File: config.mk
export PLATFORM = sky130hd
export DESIGN_NAME = imem_load_ctrl_flat
export DESIGN_NICKNAME = d
export VERILOG_FILES = /design/src/rtl/imem_load_ctrl_pkg.sv /design/src/rtl/imem_load_ctrl_if.sv /design/src/rtl/imem_load_ctrl_byte_packer.sv /design/src/rtl/imem_load_ctrl.sv /design/src/flat_wrapper.sv
export SDC_FILE = /design/constraint.sdc
export NUM_CORES = 1
export LEC_CHECK = 0
export ABC_AREA = 0
export CELL_PAD_IN_SITES_DETAIL_PLACEMENT = 1
export CELL_PAD_IN_SITES_GLOBAL_PLACEMENT = 2
export CORE_MARGIN = 1
export CORE_UTILIZATION = 28
export CTS_CLUSTER_SIZE = 25
export DETAILED_ROUTE_END_ITERATION = 10
export GPL_TIMING_DRIVEN = 0
export PLACE_DENSITY_LB_ADDON = 0.12
export SYNTH_ARGS = -nofsm -noshare
export SYNTH_HDL_FRONTEND = slang
export SYNTH_HIERARCHICAL = 1
export SYNTH_SLANG_ARGS = --single-unit
export TNS_END_PERCENT = 20
File: constraint.sdc
create_clock -name i_clk -period 3.2 [get_ports i_clk]
set_input_delay 0.48 -clock i_clk [delete_from_list [all_inputs] [get_ports i_clk]]
set_output_delay 0.48 -clock i_clk [all_outputs]
set_load 0.005 [all_outputs]
File: src/rtl/imem_load_ctrl_pkg.sv
// Shared definitions for the instruction-memory loader: FSM encodings,
// the HALT instruction and the byte-to-word geometry.
package imem_load_ctrl_pkg;

  localparam logic [2:0] ST_IDLE  = 3'd0;
  localparam logic [2:0] ST_LOAD  = 3'd1;
  localparam logic [2:0] ST_WRITE = 3'd2;
  localparam logic [2:0] ST_DONE  = 3'd3;
  localparam logic [2:0] ST_ERROR = 3'd4;

  localparam logic [31:0] HALT_WORD_DEFAULT = 32'hFFFF_FFFF;
  localparam int unsigned BYTES_PER_WORD    = 4;

endpackage

File: src/rtl/imem_load_ctrl_if.sv
// Byte stream from the debug unit into the loader (valid/ready handshake).
interface imem_load_ctrl_if;

  logic [7:0] byte_data;
  logic       byte_valid;
  logic       byte_ready;

  modport master (output byte_data, output byte_valid, input byte_ready);
  modport slave  (input byte_data, input byte_valid, output byte_ready);

endinterface

File: src/rtl/imem_load_ctrl_byte_packer.sv
// Big-endian byte packer: shifts bytes into a 32-bit word, first byte ends
// up as the MSB; word_valid marks the strobe that completes a word.
module byte_packer
  import imem_load_ctrl_pkg::*;
(
  input  logic        clk,
  input  logic        rst,
  input  logic        clear,
  input  logic [7:0]  byte_data,
  input  logic        strobe,
  output logic [31:0] word,
  output logic        word_valid
);

  logic [1:0] byte_cnt;

  // clear wins over strobe so a byte arriving with a restart is dropped
  always_ff @(posedge clk or posedge rst) begin
    if (rst) begin
      byte_cnt <= '0;
      word     <= '0;
    end else if (clear) begin
      byte_cnt <= '0;
      word     <= '0;
    end else if (strobe) begin
      byte_cnt <= byte_cnt + 2'd1;
      word     <= {word[23:0], byte_data};
    end
  end

  assign word_valid = strobe && !clear && (byte_cnt == 2'(BYTES_PER_WORD - 1));

endmodule

File: src/rtl/imem_load_ctrl.sv
// Instruction-memory load controller: packs debug-unit bytes into words,
// writes them from address 0 until HALT, then hands the port to fetch.
module imem_load_ctrl
  import imem_load_ctrl_pkg::*;
#(
  parameter int unsigned MEM_SIZE    = 9,
  parameter int unsigned ADDR_LENGTH = 32,
  parameter int unsigned DATA_LENGTH = 32,
  parameter logic [31:0] HALT_WORD   = HALT_WORD_DEFAULT
) (
  input  logic                   i_clk,
  input  logic                   i_rst,
  input  logic                   i_load_start,
  imem_load_ctrl_if.slave        byte_if,
  input  logic [ADDR_LENGTH-1:0] i_fetch_addr,
  output logic [ADDR_LENGTH-1:0] o_mem_addr,
  output logic [DATA_LENGTH-1:0] o_mem_wdata,
  output logic                   o_mem_we,
  output logic                   o_cpu_stall,
  output logic                   o_load_done,
  output logic                   o_load_err,
  output logic [MEM_SIZE:0]      o_word_count
);

  localparam logic [MEM_SIZE-1:0] LAST_ADDR = '1;
  localparam logic [MEM_SIZE:0]   COUNT_MAX = {1'b1, {MEM_SIZE{1'b0}}};

  logic [2:0]          state;
  logic [MEM_SIZE-1:0] word_addr;
  logic [MEM_SIZE:0]   word_count;
  logic [31:0]         asm_word;
  logic                word_valid;
  logic                restart;
  logic                strobe;

  // WRITE is a single committed cycle; a restart request there is ignored
  assign restart = i_load_start && (state != ST_WRITE);
  assign strobe  = byte_if.byte_valid && byte_if.byte_ready && !i_load_start;

  byte_packer u_packer (
    .clk        (i_clk),
    .rst        (i_rst),
    .clear      (restart),
    .byte_data  (byte_if.byte_data),
    .strobe     (strobe),
    .word       (asm_word),
    .word_valid (word_valid)
  );

  always_ff @(posedge i_clk or posedge i_rst) begin
    if (i_rst) begin
      state      <= ST_IDLE;
      word_addr  <= '0;
      word_count <= '0;
    end else if (restart) begin
      state      <= ST_LOAD;
      word_addr  <= '0;
      word_count <= '0;
    end else begin
      case (state)
        ST_LOAD: begin
          if (word_valid) state <= ST_WRITE;
        end
        ST_WRITE: begin
          if (word_count != COUNT_MAX) word_count <= word_count + 1'b1;
          if (asm_word == HALT_WORD) begin
            state <= ST_DONE;
          end else if (word_addr == LAST_ADDR) begin
            state <= ST_ERROR;
          end else begin
            word_addr <= word_addr + 1'b1;
            state     <= ST_LOAD;
          end
        end
        ST_IDLE, ST_DONE, ST_ERROR: state <= state;
        default: state <= ST_IDLE;
      endcase
    end
  end

  always_comb begin
    byte_if.byte_ready = (state == ST_LOAD);
    o_mem_we           = (state == ST_WRITE);
    o_mem_wdata        = o_mem_we ? DATA_LENGTH'(asm_word) : '0;
    o_mem_addr         = (state == ST_DONE) ? i_fetch_addr : ADDR_LENGTH'(word_addr);
    o_cpu_stall        = (state != ST_DONE);
    o_load_done        = (state == ST_DONE);
    o_load_err         = (state == ST_ERROR);
    o_word_count       = word_count;
  end

endmodule

File: src/flat_wrapper.sv
// flat-port wrapper written by rule: the top's interface ports become plain ports
module imem_load_ctrl_flat import imem_load_ctrl_pkg::*;
#(
  parameter int unsigned MEM_SIZE    = 9,
  parameter int unsigned ADDR_LENGTH = 32,
  parameter int unsigned DATA_LENGTH = 32,
  parameter logic [31:0] HALT_WORD   = HALT_WORD_DEFAULT
)
  (i_clk, i_rst, i_load_start, i_fetch_addr, o_mem_addr, o_mem_wdata, o_mem_we, o_cpu_stall, o_load_done, o_load_err, o_word_count, byte_if_byte_data, byte_if_byte_valid, byte_if_byte_ready);
  imem_load_ctrl_if byte_if_i ();
  input  logic i_clk;
  input  logic i_rst;
  input  logic i_load_start;
  input  logic [ADDR_LENGTH-1:0] i_fetch_addr;
  output logic [ADDR_LENGTH-1:0] o_mem_addr;
  output logic [DATA_LENGTH-1:0] o_mem_wdata;
  output logic o_mem_we;
  output logic o_cpu_stall;
  output logic o_load_done;
  output logic o_load_err;
  output logic [MEM_SIZE:0] o_word_count;
  input wire logic [$bits(byte_if_i.byte_data)-1:0] byte_if_byte_data;
  input wire logic [$bits(byte_if_i.byte_valid)-1:0] byte_if_byte_valid;
  output wire logic [$bits(byte_if_i.byte_ready)-1:0] byte_if_byte_ready;
  assign byte_if_i.byte_data = byte_if_byte_data;
  assign byte_if_i.byte_valid = byte_if_byte_valid;
  assign byte_if_byte_ready = byte_if_i.byte_ready;
  imem_load_ctrl #(.MEM_SIZE(MEM_SIZE), .ADDR_LENGTH(ADDR_LENGTH), .DATA_LENGTH(DATA_LENGTH), .HALT_WORD(HALT_WORD)) u_core (.i_clk(i_clk), .i_rst(i_rst), .i_load_start(i_load_start), .byte_if(byte_if_i), .i_fetch_addr(i_fetch_addr), .o_mem_addr(o_mem_addr), .o_mem_wdata(o_mem_wdata), .o_mem_we(o_mem_we), .o_cpu_stall(o_cpu_stall), .o_load_done(o_load_done), .o_load_err(o_load_err), .o_word_count(o_word_count));
endmodule
Yosys cells after proc, flatten, opt, wreduce, memory -nomap -nowiden
Index checks and enable logic that the tools add are counted.

operators by class
  reduce and logical (&&, ||, !) cells = 15
  magnitude comparators = 0
  equal/unequal tests = 14
  $add $sub $neg = 3
  shifts and indexed selects = 0
  muxes and demuxes = 18
  bitwise logic cells = 0
  divide/modulo/power cells = 0
  multipliers = 0

operators with widths
  operator                                               count
  2-to-1 mux 32 bit                                      4
  2-to-1 mux 9 bit                                       4
  == test 32 bit, second input constant                  1
  2-to-1 mux 10 bit                                      3
  2-to-1 mux 3 bit                                       4
  adder 10 x 1 -> 10 bit, second input constant          1
  inequality test 10 bit, second input constant          1
  adder 9 x 1 -> 9 bit, second input constant            1
  == test 9 bit, second input constant                   1
  case mux 3 bit (3 select lines)                        1
  == test 3 x 2 -> 1 bit, second input constant          2
  inequality test 2 bit, second input constant           3
  inequality test 3 x 2 -> 1 bit, second input constant  2
  nonzero test 2 bit                                     3
  logical AND 1 bit                                      5
  2-to-1 mux 2 bit                                       2
  AND reduction 2 bit                                    2
  == test 3 x 1 -> 1 bit, second input constant          1
  == test 3 bit, second input constant                   1
  zero test 3 bit                                        1
  inequality test 3 bit, second input constant           1
  AND reduction 3 bit                                    1
  OR reduction 3 bit                                     1
  adder 2 x 1 -> 2 bit, second input constant            1
  other kinds (2)                                        3

word-level totals
  bits of input ports = 44
  bits in registers = 56
  RAM bits = 0
  output and inout port bits = 79
  memories kept = 0
  latch bits = 0
  bits in read-only memories = 0
  word-level logic and storage cells = 55

Depth between registers and ports, before layout
  depth in word-level cells = 8
  mapped depth = 9
  gate-level depth less buffers = 9

Modules after synthesis
Netlist, hierarchy kept.

by module, submodules not included
  module          instances  area an instance (um^2)  cells each  sequential area each (um^2)
  imem_load_ctrl  1          1740.4                   203         550.5
  byte_packer     1          1435.1                   114         850.8

Least setup slack after synthesis
No wires, ideal clock.

  path type = flip-flop to flip-flop
  start = register u_core.word_addr[0]
  end = register u_core.word_addr[7]
  setup slack = 1.042 ns
  library setup time = 0.077 ns
  data required time = 3.123 ns
  clock period less this slack = 2.158 ns
  buffers on the path = 0
  data arrival time = 2.081 ns
  stages on the path, launching flop included = 10
  path through = dfrtp_1 ha_1 nand2_1 nor2_1 and3_1 ha_1 nor2_8 nand4_4 or4_1 a21oi_1

between the ends
  longest elaborated chain between the ends = 5
  elaborated cells between the ends (all ways) = 8
  classes of those cells = 1 x add/sub; 2 x eq/ne; 4 x mux; 1 x reduce/logical

RTL lines
  what                      line                  source
  start: declaration        imem_load_ctrl.sv:29  logic [MEM_SIZE-1:0] word_addr;
  start signal: assignment  imem_load_ctrl.sv:71  word_addr <= word_addr + 1'b1;
  adder 9 x 1 -> 9 bit      imem_load_ctrl.sv:71
  2-to-1 mux 9 bit          imem_load_ctrl.sv:68  end else if (word_addr == LAST_ADDR) begin
  2-to-1 mux 9 bit          imem_load_ctrl.sv:66  if (asm_word == HALT_WORD) begin
  2-to-1 mux 9 bit          imem_load_ctrl.sv:60  case (state)
  2-to-1 mux 9 bit          imem_load_ctrl.sv:55  end else if (restart) begin

Several ways; a longest one is shown, not always the timed one. The select of a mux whose other input is x is not followed.
A chain may end at the register's enable or synchronous reset.

Final worst setup path
  start = register u_core.state[0]
  end = output port o_mem_wdata[21]

between the ends
  longest elaborated chain between the ends = 2

RTL lines
  what                      line                  source
  start: declaration        imem_load_ctrl.sv:28  logic [2:0] state;
  start signal: assignment  imem_load_ctrl.sv:75  ST_IDLE, ST_DONE, ST_ERROR: state <= state;
  == test 3 x 2 -> 1 bit    imem_load_ctrl.sv:83  o_mem_we = (state == ST_WRITE);
  2-to-1 mux 32 bit         imem_load_ctrl.sv:84  o_mem_wdata = o_mem_we ? DATA_LENGTH'(asm_word) : '0;
  end: declaration          flat_wrapper.sv:16    output logic [DATA_LENGTH-1:0] o_mem_wdata;

No other way between the ends.

==> metrics.yaml <==
grt_pass1_vias: 2884
syn_avg_cell_area_um2: 10.0
synthCells: 317
tritoncts: "built"
drv_cap: 0
start_util: 0.290
critPathTopFamily: "buffers and inverters"
rows: 38
hpwlAfterDp_mm: 7.24
synth-edff-count: 0
coreArea_um2: 10900
place_ws_ns: 0.315
cp_max_fo: 10
grt_max_degree: 35
cts.clk_slew.worst_paths_ns: 0.07
clock_path_buffers: 2
syn_area_um2: 3180
ant_nets: 0
crit_path_top_delay_cell: "clkdlybuf4s50_1"
synth_top_area_share: 0.441
arrival_ns: 2.64
drive_above_1_share: 0.0850
netSwitchingFraction: 0.215
area_growth_pct: 49.6
synth_flop_cell: "dfrtp_1"
p_per_area_nw_per_um2: 317
vias: 2772
setup-violations-final: 0
cts_hold_buf: 0
gr-total-overflow: 0
grt_setup_unrepaired: "true"
cts_root_buf: "clkbuf_16"
synth_seq_area_share: 0.441
drc: 0
synthArstFlopShare: 1.00
crit_path_max_incr_delay_ns: 0.50
hold_viol: 0
gp_congestion: 0.741
fin_ws_ns: 0.0847
rr_worst_depth: 9
fmax_mhz: 321
design_power_total_uw: 1510
die_h_um: 108
initialDrtViolationCount: 105
p_seq_frac: 0.482
numPortBuffers: 122
slew_headroom: 0.403
crit_cells: 6
first_pass_iters: 4
hp-class: "reg -> reg"
synth-seq-cells: 56
viasPerCell: 4.72
clk_latency_ns: 0.29
antenna_found_initial: 0
period_share: 0.974
clock_skew_ns: 0.00619
p_leak_uw: 0.00206
worstHoldPathCells: 1
place_area_um2: 4570
cts.htree.levels: 2
fin_crit_ns: 3.12
layout.nets: 495
start_kind: "flip-flop"
wl_per_cell_um: 16.4
endpoint_kind: "output pin"
cp_cell_sequence: "or3b_1, buf_6, inv_1, clkbuf_1, and2_1, clkdlybuf4s50_1"
syn_nets: 366
worstSetupPathType: "reg -> out"
synthTopCellsByArea: "dfrtp_1 (44%), mux2i_1 (13%), and2_1 (11%), nor2_1 (4.7%), mux2_2 (3.2%)"
status: "completed"
path_buf_inv: 4
synth_top_area_cell: "dfrtp_1"
clkPwrFrac: 0.432
required_ns: 2.72
power_frac_comb: 0.086
ioPinCount: 123
grt_pass1_wl_mm: 15.4
worstMarginPinSlew_ns: 0.895
grt_usage: 0.169
wl_mm: 9.64
antennaDiodeCount: 0
final_area_um2: 4750
fin_tns_setup_ns: 0
drv_slew: 0
p_int_uw: 1180
yosysWarningCount: 6
die_area_um2: 11800
switchingPower_uw: 324
synth_cell_type_count: 40
numCtsBuffers: 5
fp.dieW_um: 108
vdd_ir_drop_max_uv: 216
clock_sinks: 56
[cells in the final DEF, fill, tap and decap left out, types with 2 or more instances in the layout]
cell type / count
clkbuf_1: 5
nand4_1: 12
nor2_1: 40
and3_2: 2
mux2_2: 9
a21oi_1: 5
dfrtp_1: 56
inv_1: 8
nand3_1: 7
o211ai_1: 4
or4_1: 2
buf_6: 2
and2_1: 55
nor4_1: 2
ha_1: 5
nand2_1: 19
clkbuf_2: 3
mux2i_1: 41
xor2_1: 2
and3_1: 6
o31ai_1: 6
a31o_2: 3
clkbuf_16: 5
clkdlybuf4s50_1: 122
buf_12: 3
buf_2: 3
[flip-flops by register name, summed over array words and instances, names as in the netlist]
signal and cells:
u_core/o_word_count 10, u_core/state 3, u_core/u_packer/word 32, u_core/word_addr 9
u_core/u_packer/byte_cnt 2
[metal layers]
metal / global-route usage / part of all wire / vias to the layer above
met5: 0 / 0 / -
met4: 0.0347 / 0.0061 / 0
met3: 0.0241 / 0.027 / 6
met2: 0.290 / 0.51 / 47
met1: 0.226 / 0.45 / 1381
li1: - / - / 1338
[area by class of cell]
type | count | area, um^2
repair buffers | 122 | 1220
inverters | 9 | 33.8
flip-flops and latches | 56 | 1400
clock buffers | 6 | 139
clock inverters | 2 | 38.8
fillers | 1264 | 6180
plain buffers | 17 | 135
multi-input cells | 235 | 1610
well taps | 140 | 175
[cells by family after synthesis]
logic type      count (synthesis)  synth area share
compound gates                 21            0.0473
xor+xnor                        3           0.00828
fa+ha+maj                       5            0.0197
buf+inv                        26            0.0524
flops                          56             0.441
mux                            50             0.161
simple gates                  156             0.270
[metrics by stage]
| step | cells | hold WS, ns | util |
|---|---|---|---|
| 3_5_place_dp | 579 | 0.478 | 0.418 |
| 4_1_cts | 587 | 0.490 | 0.434 |
| 5_1_grt | 587 | 0.518 | 0.435 |
| 6_report | 587 | 0.482 | 0.435 |
| 3_3_place_gp | 579 | 0.464 | 0.418 |
| 2_1_floorplan | 317 | 0.437 | - |
[power groups by stage]
| stage | registers (uW) | logic (uW) | clock network, uW |
|---|---|---|---|
| after floorplan | 735 | 61.7 | 0 |
| after global placement | 740 | 129 | 0 |
| after detailed placement | 740 | 132 | 0 |
| after CTS | 726 | 133 | 673 |
| after global routing | 727 | 143 | 699 |
| final | 725 | 129 | 651 |
[cell usage after synthesis, drive strengths merged (2+ instances only)]
library cell  count
a21oi             5
a31o              3
nand2            19
xor2              2
nor2             42
or4               2
inv               9
o211ai            4
and3              8
nor4              2
ha                5
clkbuf            8
nand3             7
mux2i            41
mux2              9
nand4            13
and2             55
o31ai             6
buf               9
dfrtp            56
[timing repair]
action / in CTS / in global routing
setup endpoints to repair: 0 / 35
resized for setup: 0 / 4
setup buffers: 0 / 0
[path summary, 6_finish.rpt]
check / start / slack, ns / end
max in group asynchronous: i_rst / 1.91 / u_core/word_addr[2]
worst max register to register: u_core/state[0] / 0.70 / u_core/state[0]
worst min-delay path: u_core/state[2] / 0.48 / u_core/state[1]
worst max-delay path: u_core/state[0] / 0.08 / o_mem_wdata[21]
worst min register to register: u_core/state[2] / 0.48 / u_core/state[1]
min in group asynchronous: i_rst / 0.66 / u_core/u_packer/word[30]
Power figures use the tool's default switching activity.
